<file path="config.mk">
export PLATFORM = sky130hd
export DESIGN_NAME = elastic_buffer_flat
export DESIGN_NICKNAME = d
export VERILOG_FILES = /design/src/rtl/elastic_buffer_if.sv /design/src/rtl/elastic_buffer.sv /design/src/flat_wrapper.sv
export SDC_FILE = /design/constraint.sdc
export NUM_CORES = 1
export LEC_CHECK = 0
export ABC_AREA = 1
export BUFFER_PORTS_ARGS = -buffer_cell sky130_fd_sc_hd__buf_2
export CAP_MARGIN = 20
export CORE_MARGIN = 2
export CORE_UTILIZATION = 46
export CTS_BUF_LIST = sky130_fd_sc_hd__clkbuf_16
export DETAILED_ROUTE_END_ITERATION = 8
export PLACE_DENSITY = 0.8
export SYNTH_ARGS = -nofsm -noshare
export SYNTH_HDL_FRONTEND = slang
export SYNTH_SLANG_ARGS = --single-unit
</file>
<file path="constraint.sdc">
create_clock -name clock -period 1.75 [get_ports clock]
set_input_delay 0.175 -clock clock [delete_from_list [all_inputs] [get_ports clock]]
set_output_delay 0.175 -clock clock [all_outputs]
set_load 0.02 [all_outputs]
</file>
<file path="src/rtl/elastic_buffer_if.sv">
// Ready/valid channel bundle used on both sides of the elastic buffer.
// master drives valid/data and observes ready; slave observes valid/data and drives ready.
interface elastic_buffer_if #(
  parameter int unsigned WIDTH = 32
);
  logic             valid;
  logic             ready;
  logic [WIDTH-1:0] data;

  modport master (output valid, output data, input ready);
  modport slave  (input valid, input data, output ready);
endinterface

</file>
<file path="src/rtl/elastic_buffer.sv">
// elastic_buffer: DEPTH-entry ready/valid FIFO stage with registered handshakes.
// up_ready, down_valid and count are registers; down_data is a mux over storage
// registers only, so no combinational path joins the up and down ports.
// Optional feature: define ELASTIC_BUFFER_FLUSH_EN to add a synchronous flush input
// that empties the buffer (pointers/count/handshakes) while keeping storage contents.
module elastic_buffer #(
  parameter int unsigned WIDTH = 32,
  parameter int unsigned DEPTH = 2,
  parameter string       NAME  = ""
) (
  input  logic                       clock,
  input  logic                       reset,
  elastic_buffer_if.slave            up,
  elastic_buffer_if.master           down,
  output logic [$clog2(DEPTH+1)-1:0] count
`ifdef ELASTIC_BUFFER_FLUSH_EN
  ,
  input  logic                       flush
`endif
);

  localparam int unsigned CW = $clog2(DEPTH + 1);
  localparam int unsigned PW = $clog2(DEPTH);

  logic [WIDTH-1:0] mem [DEPTH];
  logic [PW-1:0]    wr_ptr;
  logic [PW-1:0]    rd_ptr;
  logic             up_ready_q;
  logic             down_valid_q;
  logic             push_c;
  logic             pop_c;
  logic             flush_c;
  logic [CW-1:0]    count_next_c;
  logic [PW-1:0]    wr_ptr_inc_c;
  logic [PW-1:0]    rd_ptr_inc_c;

`ifdef ELASTIC_BUFFER_FLUSH_EN
  assign flush_c = flush;
`else
  assign flush_c = 1'b0;
`endif

  assign push_c     = up.valid & up_ready_q;
  assign pop_c      = down_valid_q & down.ready;
  assign up.ready   = up_ready_q;
  assign down.valid = down_valid_q;
  assign down.data  = mem[rd_ptr];

  // Pointer increment with wrap at DEPTH-1 (DEPTH need not be a power of two).
  always_comb begin
    wr_ptr_inc_c = wr_ptr + PW'(1);
    rd_ptr_inc_c = rd_ptr + PW'(1);
    if (wr_ptr == PW'(DEPTH - 1)) wr_ptr_inc_c = '0;
    if (rd_ptr == PW'(DEPTH - 1)) rd_ptr_inc_c = '0;
  end

  // Occupancy after this edge; simultaneous push and pop leave it unchanged.
  always_comb begin
    count_next_c = count;
    if (push_c && !pop_c) begin
      count_next_c = count + CW'(1);
    end else if (!push_c && pop_c) begin
      count_next_c = count - CW'(1);
    end
  end

  // Storage, pointers and registered handshakes; reset beats flush beats push/pop.
  always_ff @(posedge clock) begin
    if (reset) begin
      for (int unsigned i = 0; i < DEPTH; i++) begin
        mem[i] <= '0;
      end
      wr_ptr       <= '0;
      rd_ptr       <= '0;
      count        <= '0;
      down_valid_q <= 1'b0;
      up_ready_q   <= 1'b1;
    end else if (flush_c) begin
      wr_ptr       <= '0;
      rd_ptr       <= '0;
      count        <= '0;
      down_valid_q <= 1'b0;
      up_ready_q   <= 1'b1;
    end else begin
      if (push_c) begin
        mem[wr_ptr] <= up.data;
        wr_ptr      <= wr_ptr_inc_c;
      end
      if (pop_c) begin
        rd_ptr <= rd_ptr_inc_c;
      end
      count        <= count_next_c;
      down_valid_q <= (count_next_c != '0);
      up_ready_q   <= (count_next_c != CW'(DEPTH));
    end
  end

`ifndef SYNTHESIS
  // Overflow guard: a push must never be accepted while the buffer is full.
  always_ff @(posedge clock) begin
    if (!reset) begin
      assert (!(push_c && (count == CW'(DEPTH))))
        else $error("%s: push accepted while full", NAME);
    end
  end
`endif

endmodule
</file>
<file path="src/flat_wrapper.sv">
// flat-port wrapper written by rule: the top's interface ports become plain ports
module elastic_buffer_flat 
#(
  parameter int unsigned WIDTH = 32,
  parameter int unsigned DEPTH = 2,
  parameter string       NAME  = ""
)
  (clock, reset, count, up_valid, up_data, up_ready, down_valid, down_data, down_ready);
  elastic_buffer_if #(.WIDTH(WIDTH)) up_i ();
  elastic_buffer_if #(.WIDTH(WIDTH)) down_i ();
  input  logic clock;
  input  logic reset;
  output logic [$clog2(DEPTH+1)-1:0] count;
  input wire logic [$bits(up_i.valid)-1:0] up_valid;
  input wire logic [$bits(up_i.data)-1:0] up_data;
  output wire logic [$bits(up_i.ready)-1:0] up_ready;
  output wire logic [$bits(down_i.valid)-1:0] down_valid;
  output wire logic [$bits(down_i.data)-1:0] down_data;
  input wire logic [$bits(down_i.ready)-1:0] down_ready;
  assign up_i.valid = up_valid;
  assign up_i.data = up_data;
  assign up_ready = up_i.ready;
  assign down_valid = down_i.valid;
  assign down_data = down_i.data;
  assign down_i.ready = down_ready;
  elastic_buffer #(.WIDTH(WIDTH), .DEPTH(DEPTH), .NAME(NAME)) u_core (.clock(clock), .reset(reset), .up(up_i), .down(down_i), .count(count));
endmodule
</file>
==> PnR_summary.wiki, run 1 <==
{| class="wikitable"
! Metric !! Value
|-
| # resized after CTS || 0
|-
| Clock Skew || 0.005000 ns
|-
| Tmin final || 1.610 ns
|-
| Mean Syn Cell Area || 13.07 sq um
|-
| Syn Std Cell Area || 3254 sq um
|-
| Setup Viol. Count Final || 0
|-
| Register clock-pin slew on the reported worst setup and hold paths || 0.05 ns
|-
| Total GRT Usage || 0.1578
|-
| Final WL || 5.638 mm
|-
| Ratio of final minimum period to clock period || 0.9201
|-
| Die Span X || 88.11 microns
|-
| Met3 Resource Use GR || 0.04241
|-
| Clock tree from TritonCTS || built
|-
| Arrival time of the worst setup path || 1.44 ns
|-
| Worst setup timing slack at the placement stage || 0.3843 ns
|-
| Power density over the cells || 1198 nW/um^2
|-
| FF-to-FF path depth || 5
|-
| Port buffer count || 71
|-
| Detailed router's first-iteration violation count || 76
|-
| Layout-stage area growth over the synthesis result || 22.49%
|-
| Placed cell areas || 3687 sq um
|-
| Die H || 88.11 microns
|-
| Unique cell type count in the Yosys netlist || 15
|-
| Most common cell after layout, fill and taps aside || buf_2
|-
| Type of the tightest min-delay check || primary input to register
|-
| Number of buffers inserted during clock tree synthesis || 9
|-
| VDD IR-drop max || 0.5568 mV
|-
| Status || complete, no violations
|-
| Diodes inserted || 0
|-
| Met2 Resource Use GR || 0.2672
|-
| Share of layout cells above drive strength 1 || 0.4444
|-
| Final #Nets || 364
|-
| Flops & latches, synth || 71
|-
| Final GP Congestion || 0.6810
|-
| Area of all placed cells without fillers || 3986 sq um
|-
| Worst hold path stage count || 2
|-
| Max FO, Critical Path || 14
|-
| Half-perimeter wire length after detailed placement || 3.844 mm
|-
| Commonest cells after routing, fill and taps aside || 71 x buf_2, 64 x edfxtp_1, 55 x nor2_1
|-
| Initial antenna violation count || 0
|-
| Critical Setup Path Class || register to primary output
|-
| Layer with the highest usage || met2
|-
| First-pass GRT wire length || 9.101 mm
|-
| Post-route setup slack || 0.1398 ns
|-
| Buffer levels on the longest clock path || 2
|-
| Measured slew at the worst slew-check pin || 0.4177 ns
|-
| Main flop type after synthesis || edfxtp_1
|-
| Unrepaired setup endpoints after global routing || false
|-
| DIE AREA || 7763 sq um
|-
| Detail-routed net length per standard cell || 13.14 microns
|-
| Worst Setup End Kind || primary output
|-
| Clock tree root buffer cell || clkbuf_16
|-
| Cell count after synthesis || 249
|-
| Post-CTS Repair Setup Buffers || 0
|-
| Sequential cell area fraction in the yosys report || 0.6336
|-
| Largest net degree at the start of global routing || 34
|-
| Yosys warnings || 0
|-
| Drt via density || 4.529
|-
| P_leak || 1.866 nW
|-
| Initial Utilization || 0.4764
|-
| CP Launch Type || register
|-
| Worst relative slew slack || 0.7215
|-
| Global routing met1 resource utilization || 0.1857
|-
| Setup TNS || 0 ns
|-
| Remaining antenna violation count || 0
|-
| First drt pass iteration count || 4
|-
| H-tree level count || 3
|-
| Standard-cell row count || 30
|-
| Req. time, crit path || 1.57 ns
|-
| Final Hold Viols || 0
|-
| Maximum clock frequency || 621.1 MHz
|-
| Via count of the first global-routing pass || 2,015
|-
| Net count of the mapped netlist || 285
|-
| Count of hold buffers inserted by post-cts repair || 0
|-
| Post-route DRC || 0
|-
| Area of the core || 6832 sq um
|-
| Number of pins exceeding their max-slew limit in the final report || 0
|-
| Post-route core utilization || 0.5835
|-
| Count of flip-flops with a built-in enable after synthesis || 64
|-
| Clock sink total || 71
|-
| Async S/R FF share, synth || 0
|-
| Ports || 72
|-
| GRT overflow || 0
|-
| Later-pin clock latency in the skew report || 0.32 ns
|-
| Number of maximum-capacitance constraint violations || 0
|-
| Total via count in the routed design || 1,943
|}
## where the power goes
part | switching [mW] | internal [mW] | leakage [nW] | total [mW]
combinational | 0.513 | 0.415 | 0.998 | 0.928
clock | 0.663 | 1.10 | 0.139 | 1.76
sequential | 0.0697 | 2.01 | 0.729 | 2.08
## synth_stat cells (2+ instances only)
master | count | area, sq um
nand3_1 | 7 | 35.03
buf_6 | 7 | 78.83
mux2_2 | 2 | 22.52
nor2_1 | 55 | 206.5
dfxtp_1 | 7 | 140.1
inv_1 | 37 | 138.9
buf_12 | 3 | 60.06
nand2_1 | 16 | 60.06
mux2_4 | 30 | 450.4
edfxtp_1 | 64 | 1922
nor2_2 | 13 | 81.33
nand2_2 | 4 | 25.02
inv_2 | 2 | 7.510
## path summary, 6_finish.rpt
path / startpoint / to / slack [ns]
setup / recovery: register / down_data[5] / 0.14
hold / removal: reset / register / 0.07
setup reg to reg: u_core.up.ready / u_core.mem[0][25] / 0.41
hold reg to reg: u_core.rd_ptr / u_core.rd_ptr / 0.52
## worst max-delay path, cell delays in order (launching register included)
cell and delay (ns):
dfxtp_4 0.43, buf_12 0.19, mux2_2 0.34, buf_2 0.16
## cells by family after synthesis
group,count (synthesis),synth area share
xor+xnor,1,0.002692
buf+inv,49,0.08766
flops,71,0.6336
mux,32,0.1453
simple gates,96,0.1307
## metal layers
layer  vias up  wire length, microns
met5         -                     0
met4         0                   108
met3        11                   245
met2        47                  2976
met1       916                  2307
li1        969                     -
## state kept, by name (all words and copies together) (netlist names), named ones only
register           count
u_core.count           2
u_core.rd_ptr          1
u_core.wr_ptr          1
u_core.up.ready        1
u_core.down.valid      1
u_core.mem            64
## stage by stage
| step | instances | hold WS, ns | power (mW) |
|---|---|---|---|
| floorplan | 249 | 0.2474 | 2.829 |
| global placement | 413 | 0.3912 | 3.034 |
| detailed placement | 413 | 0.4001 | 3.060 |
| CTS | 429 | 0.05503 | 4.832 |
| global route | 429 | 0.06127 | 4.996 |
| finish | 429 | 0.06591 | 4.776 |
## area by class of cell
type                            count  area, sq um
Clock buffer                        9        225.2
Multi-Input combinational cell    129        912.1
Timing Repair Buffer               78        445.4
Fill cell                         576         2845
Inverter                           39        146.4
Tap cell                           96        120.1
Sequential cell                    71         2066
Clock inverter                      7        71.32
(Power assumes the default switching activity.)
==> run 2, diff against run 1 <==
- CORE_UTILIZATION: 46 -> 49
- CTS_CLUSTER_DIAMETER: not set -> 30
- PLACE_DENSITY: 0.8 -> 0.84
==> PnR_summary.wiki, run 2 (synthesis results as in run 1) <==
{| class="wikitable"
! Metric !! Value
|-
| Status || complete, no violations
|-
| Family with the most delay on the worst path || flip-flops
|-
| Internal power component || 3.662 mW
|-
| Detail-routed net length per standard cell || 13.55 microns
|-
| Clock sink total || 71
|-
| P_leak || 1.879 nW
|-
| Total GRT Usage || 0.1636
|-
| Logic gate share of total power || 0.188
|-
| Initial Utilization || 0.5096
|-
| Worst setup timing slack at the placement stage || 0.3510 ns
|-
| Unrepaired setup endpoints after global routing || false
|-
| Remaining antenna violation count || 0
|-
| Ratio of final minimum period to clock period || 0.9373
|-
| VDD IR-drop max || 0.8191 mV
|-
| First drt pass iteration count || 4
|-
| Req. time, crit path || 1.57 ns
|-
| Standard-cell row count || 29
|-
| Maximum clock frequency || 609.7 MHz
|-
| Area of all placed cells without fillers || 3975 sq um
|-
| Commonest cells after routing, fill and taps aside || 71 x buf_2, 64 x edfxtp_1, 55 x nor2_1
|-
| Clock tree from TritonCTS || built
|-
| Longest individual stage delay on the worst path || 0.45 ns
|-
| Number of buffers inserted during clock tree synthesis || 9
|-
| Buffer levels on the longest clock path || 2
|-
| Half-perimeter wire length after detailed placement || 3.710 mm
|-
| Clock Skew || 0.004373 ns
|-
| GRT overflow || 0
|-
| Tmin final || 1.640 ns
|-
| Regs by FF count || u_core.mem x64, u_core.count x2
|-
| Setup TNS || 0 ns
|-
| Post-CTS Repair Setup Buffers || 0
|-
| Critical Setup Path Class || register to primary output
|-
| Die Span X || 85.50 microns
|-
| Final Hold Viols || 0
|-
| Total via count in the routed design || 1,922
|-
| Initial antenna violation count || 0
|-
| Largest net degree at the start of global routing || 34
|-
| Post-route core utilization || 0.6225
|-
| Ports || 72
|-
| Final #Nets || 365
|-
| Max FO, Critical Path || 15
|-
| Die H || 85.50 microns
|-
| Number of pins exceeding their max-slew limit in the final report || 0
|-
| Post-route setup slack || 0.1098 ns
|-
| P_sw || 1.235 mW
|-
| DIE AREA || 7309 sq um
|-
| Register clock-pin slew on the reported worst setup and hold paths || 0.05 ns
|-
| Post-route DRC || 0
|-
| H-tree level count || 3
|-
| CP Launch Type || register
|-
| Later-pin clock latency in the skew report || 0.33 ns
|-
| CP cell instances || buf_12 > mux2_2 > buf_2
|-
| First-pass GRT wire length || 8.990 mm
|-
| Measured slew at the worst slew-check pin || 0.4410 ns
|-
| Final Total Pwr || 4.896 mW
|-
| Type of the tightest min-delay check || primary input to register
|-
| Final WL || 5.570 mm
|-
| Drt via density || 4.676
|-
| Switching Share || 0.2522
|-
| Share of layout cells above drive strength 1 || 0.4461
|-
| Most common cell after layout, fill and taps aside || buf_2
|-
| Clock tree root buffer cell || clkbuf_16
|-
| Setup Viol. Count Final || 0
|-
| Number of flip-flops in the largest register || 64
|-
| Area of the core || 6386 sq um
|-
| Arrival time of the worst setup path || 1.47 ns
|-
| Reg with most FFs || u_core.mem
|-
| Worst relative slew slack || 0.7060
|-
| Placed cell areas || 3659 sq um
|-
| Port buffer count || 71
|-
| Via count of the first global-routing pass || 1,969
|-
| Bufs and invs on worst path || 2
|-
| Diodes inserted || 0
|-
| Power density over the cells || 1232 nW/um^2
|-
| Layout-stage area growth over the synthesis result || 22.15%
|-
| Sequential group share of total power || 0.426
|-
| Final GP Congestion || 0.6875
|-
| Detailed router's first-iteration violation count || 82
|-
| Worst Setup End Kind || primary output
|-
| Number of maximum-capacitance constraint violations || 0
|-
| Critical-path top delay cell || dfxtp_4
|-
| Clock power share || 0.386
|}
## run 2: final cells by class
type | instances | area [sq um]
fill | 521 | 2411
sequential | 71 | 2066
multi-input combinational | 129 | 912.1
timing repair buffer | 79 | 440.4
clock buffer | 9 | 225.2
inverter | 39 | 146.4
tap | 77 | 96.34
clock inverter | 7 | 88.84
## run 2: worst reg2reg max path, stage by stage (launching register included)
cell,delay [ns]
dfxtp_1,0.33
nand2_2,0.09
inv_2,0.12
nand3_4,0.07
nand2_2,0.07
buf_4,0.31
## run 2: stage by stage
step           hold WS, ns  cells
2_1_floorplan       0.2474    249
3_3_place_gp        0.3776    395
3_5_place_dp        0.3813    395
4_1_cts            0.03638    411
5_1_grt            0.04932    411
6_report           0.04158    411
## run 2: final timing paths
check,start,to,slack (ns),cells past startpoint
max reg2reg,u_core.up.ready,u_core.mem[1][27],0.43,5
min reg2reg,u_core.rd_ptr,u_core.rd_ptr,0.51,2
max,register,down_data[5],0.11,3
min,reset,register,0.04,2
## run 2: routing by layer
metal	up-vias	global-route usage	part of all wire	wire length, microns
met4	0	0.06782	0.013	74
met5	-	0	0	0
met3	7	0.04524	0.049	272
met1	886	0.1890	0.42	2363
li1	972	-	-	-
met2	57	0.2869	0.51	2860
## run 2: repair_timing
action                     in CTS  in global routing
resized for setup               1                  0
hold buffers                    0                  0
setup endpoints to repair       1                  0
## run 2: power by group through the flow
stage	Clock (mW)	Combinational, mW	Sequential [mW]
after CTS	1.93	0.930	2.09
after global placement	0	0.908	2.11
after detailed placement	0	0.927	2.12
after global routing	2.00	0.997	2.10
final	1.89	0.921	2.09
after floorplan	0	0.718	2.11
==> run 3, diff against run 2 <==
- RECOVER_POWER: not set -> 50
==> PnR_summary.wiki, run 3 (synthesis results as in run 1) <==
{| class="wikitable"
! Metric !! Value
|-
| Status || complete, no violations
|-
| Fill cells || 534
|-
| Unrepaired setup endpoints after global routing || false
|-
| Clock tree root buffer cell || clkbuf_16
|-
| Final #Nets || 365
|-
| Max FO, Critical Path || 15
|-
| VDD IR-drop max || 0.8196 mV
|-
| Setup TNS || 0 ns
|-
| Final Total Pwr || 4.880 mW
|-
| Clock tree from TritonCTS || built
|-
| Detailed router's first-iteration violation count || 86
|-
| Die Span X || 85.50 microns
|-
| Post-route DRC || 0
|-
| Final GP Congestion || 0.6875
|-
| Req. time, crit path || 1.57 ns
|-
| First-pass GRT wire length || 8.990 mm
|-
| Die H || 85.50 microns
|-
| Final Hold Viols || 0
|-
| Area of the multi-input gates || 889.6 sq um
|-
| Commonest cells after routing, fill and taps aside || 67 x buf_2, 64 x edfxtp_1, 60 x nor2_1
|-
| Number of maximum-capacitance constraint violations || 0
|-
| Register clock-pin slew on the reported worst setup and hold paths || 0.05 ns
|-
| Half-perimeter wire length after detailed placement || 3.710 mm
|-
| Arrival time of the worst setup path || 1.46 ns
|-
| Area of the core || 6386 sq um
|-
| Maximum clock frequency || 610.5 MHz
|-
| Regs by FF count || u_core.mem x64, u_core.count x2
|-
| Post-route setup slack || 0.1120 ns
|-
| Total GRT Usage || 0.1636
|-
| Layout-stage area growth over the synthesis result || 20.95%
|-
| Ports || 72
|-
| Via count of the first global-routing pass || 1,969
|-
| Critical Setup Path Class || register to primary output
|-
| P_leak || 1.863 nW
|-
| CP Launch Type || register
|-
| Measured slew at the worst slew-check pin || 0.7613 ns
|-
| Setup Viol. Count Final || 0
|-
| Worst relative slew slack || 0.4925
|-
| Later-pin clock latency in the skew report || 0.32 ns
|-
| GRT overflow || 0
|-
| Diodes inserted || 0
|-
| Initial Utilization || 0.5096
|-
| Power density over the cells || 1240 nW/um^2
|-
| Detail-routed net length per standard cell || 13.60 microns
|-
| Count of hold buffers inserted by post-cts repair || 0
|-
| Final WL || 5.588 mm
|-
| Number of buffers inserted during clock tree synthesis || 9
|-
| H-tree level count || 3
|-
| Standard-cell row count || 29
|-
| FF-to-FF path depth || 5
|-
| Buffer levels on the longest clock path || 2
|-
| Drt via density || 4.667
|-
| Total via count in the routed design || 1,918
|-
| Remaining antenna violation count || 0
|-
| Clock sink total || 71
|-
| Number of flip-flops in the largest register || 64
|-
| Reg with most FFs || u_core.mem
|-
| DIE AREA || 7309 sq um
|-
| Worst Setup End Kind || primary output
|-
| Share of layout cells above drive strength 1 || 0.4012
|-
| Tmin final || 1.638 ns
|-
| Most common cell after layout, fill and taps aside || buf_2
|-
| Sequential cell area || 2066 sq um
|-
| Type of the tightest min-delay check || primary input to register
|-
| Worst setup timing slack at the placement stage || 0.3510 ns
|-
| Ratio of final minimum period to clock period || 0.9360
|-
| Port buffer count || 71
|-
| First drt pass iteration count || 4
|-
| Initial antenna violation count || 0
|-
| Worst hold path stage count || 2
|-
| Largest net degree at the start of global routing || 34
|-
| Clock Skew || 0.003777 ns
|-
| # resized after CTS || 1
|-
| Number of pins exceeding their max-slew limit in the final report || 0
|-
| Post-CTS Repair Setup Buffers || 0
|}
run 3: final timing paths:
check	start	endpoint	slack (ns)
worst max register to register	u_core.up.ready	u_core.mem[1][12]	0.20
worst max-delay path	register	down_data[5]	0.11
worst min register to register	u_core.rd_ptr	u_core.rd_ptr	0.51
worst min-delay path	reset	register	0.04
run 3: routing by layer:
layer	part of all wire	vias to the layer above	wire (microns)	GRT usage
met5	0	-	0	0
met4	0.011	0	63	0.06782
met3	0.047	5	263	0.04524
met2	0.52	51	2893	0.2869
met1	0.42	888	2367	0.1890
li1	-	974	-	-
run 3: critical path, cell delays in order, from the launching register on:
cell	delay (ns)
dfxtp_4	0.45
buf_12	0.19
mux2_2	0.34
buf_2	0.16
run 3: power breakdown:
part,internal [mW],switching [mW],total (mW)
combinational,0.399,0.503,0.903
sequential,2.01,0.0713,2.09
clock,1.24,0.656,1.89
total,3.65,1.23,4.88
run 3: metrics by stage:
| stage | instances | hold WS [ns] | instance area, sq um | utilization |
|---|---|---|---|---|
| final | 411 | 0.04319 | 3936 | 0.6164 |
| after global routing | 411 | 0.04932 | 3936 | 0.6164 |
| after CTS | 411 | 0.03638 | 3975 | 0.6225 |
| after detailed placement | 395 | 0.3813 | 3659 | 0.5729 |
| after global placement | 395 | 0.3776 | 3659 | 0.5729 |
| after floorplan | 249 | 0.2474 | 3259 | - |
run 3: layout make-up:
| class | count | share of cell area |
|---|---|---|
| sequential | 71 | 0.5248 |
| multi-input combinational | 129 | 0.2260 |
| timing repair buffer | 79 | 0.1078 |
| clock buffer | 9 | 0.05722 |
| inverter | 39 | 0.03719 |
| tap | 77 | 0.02448 |
| clock inverter | 7 | 0.02257 |
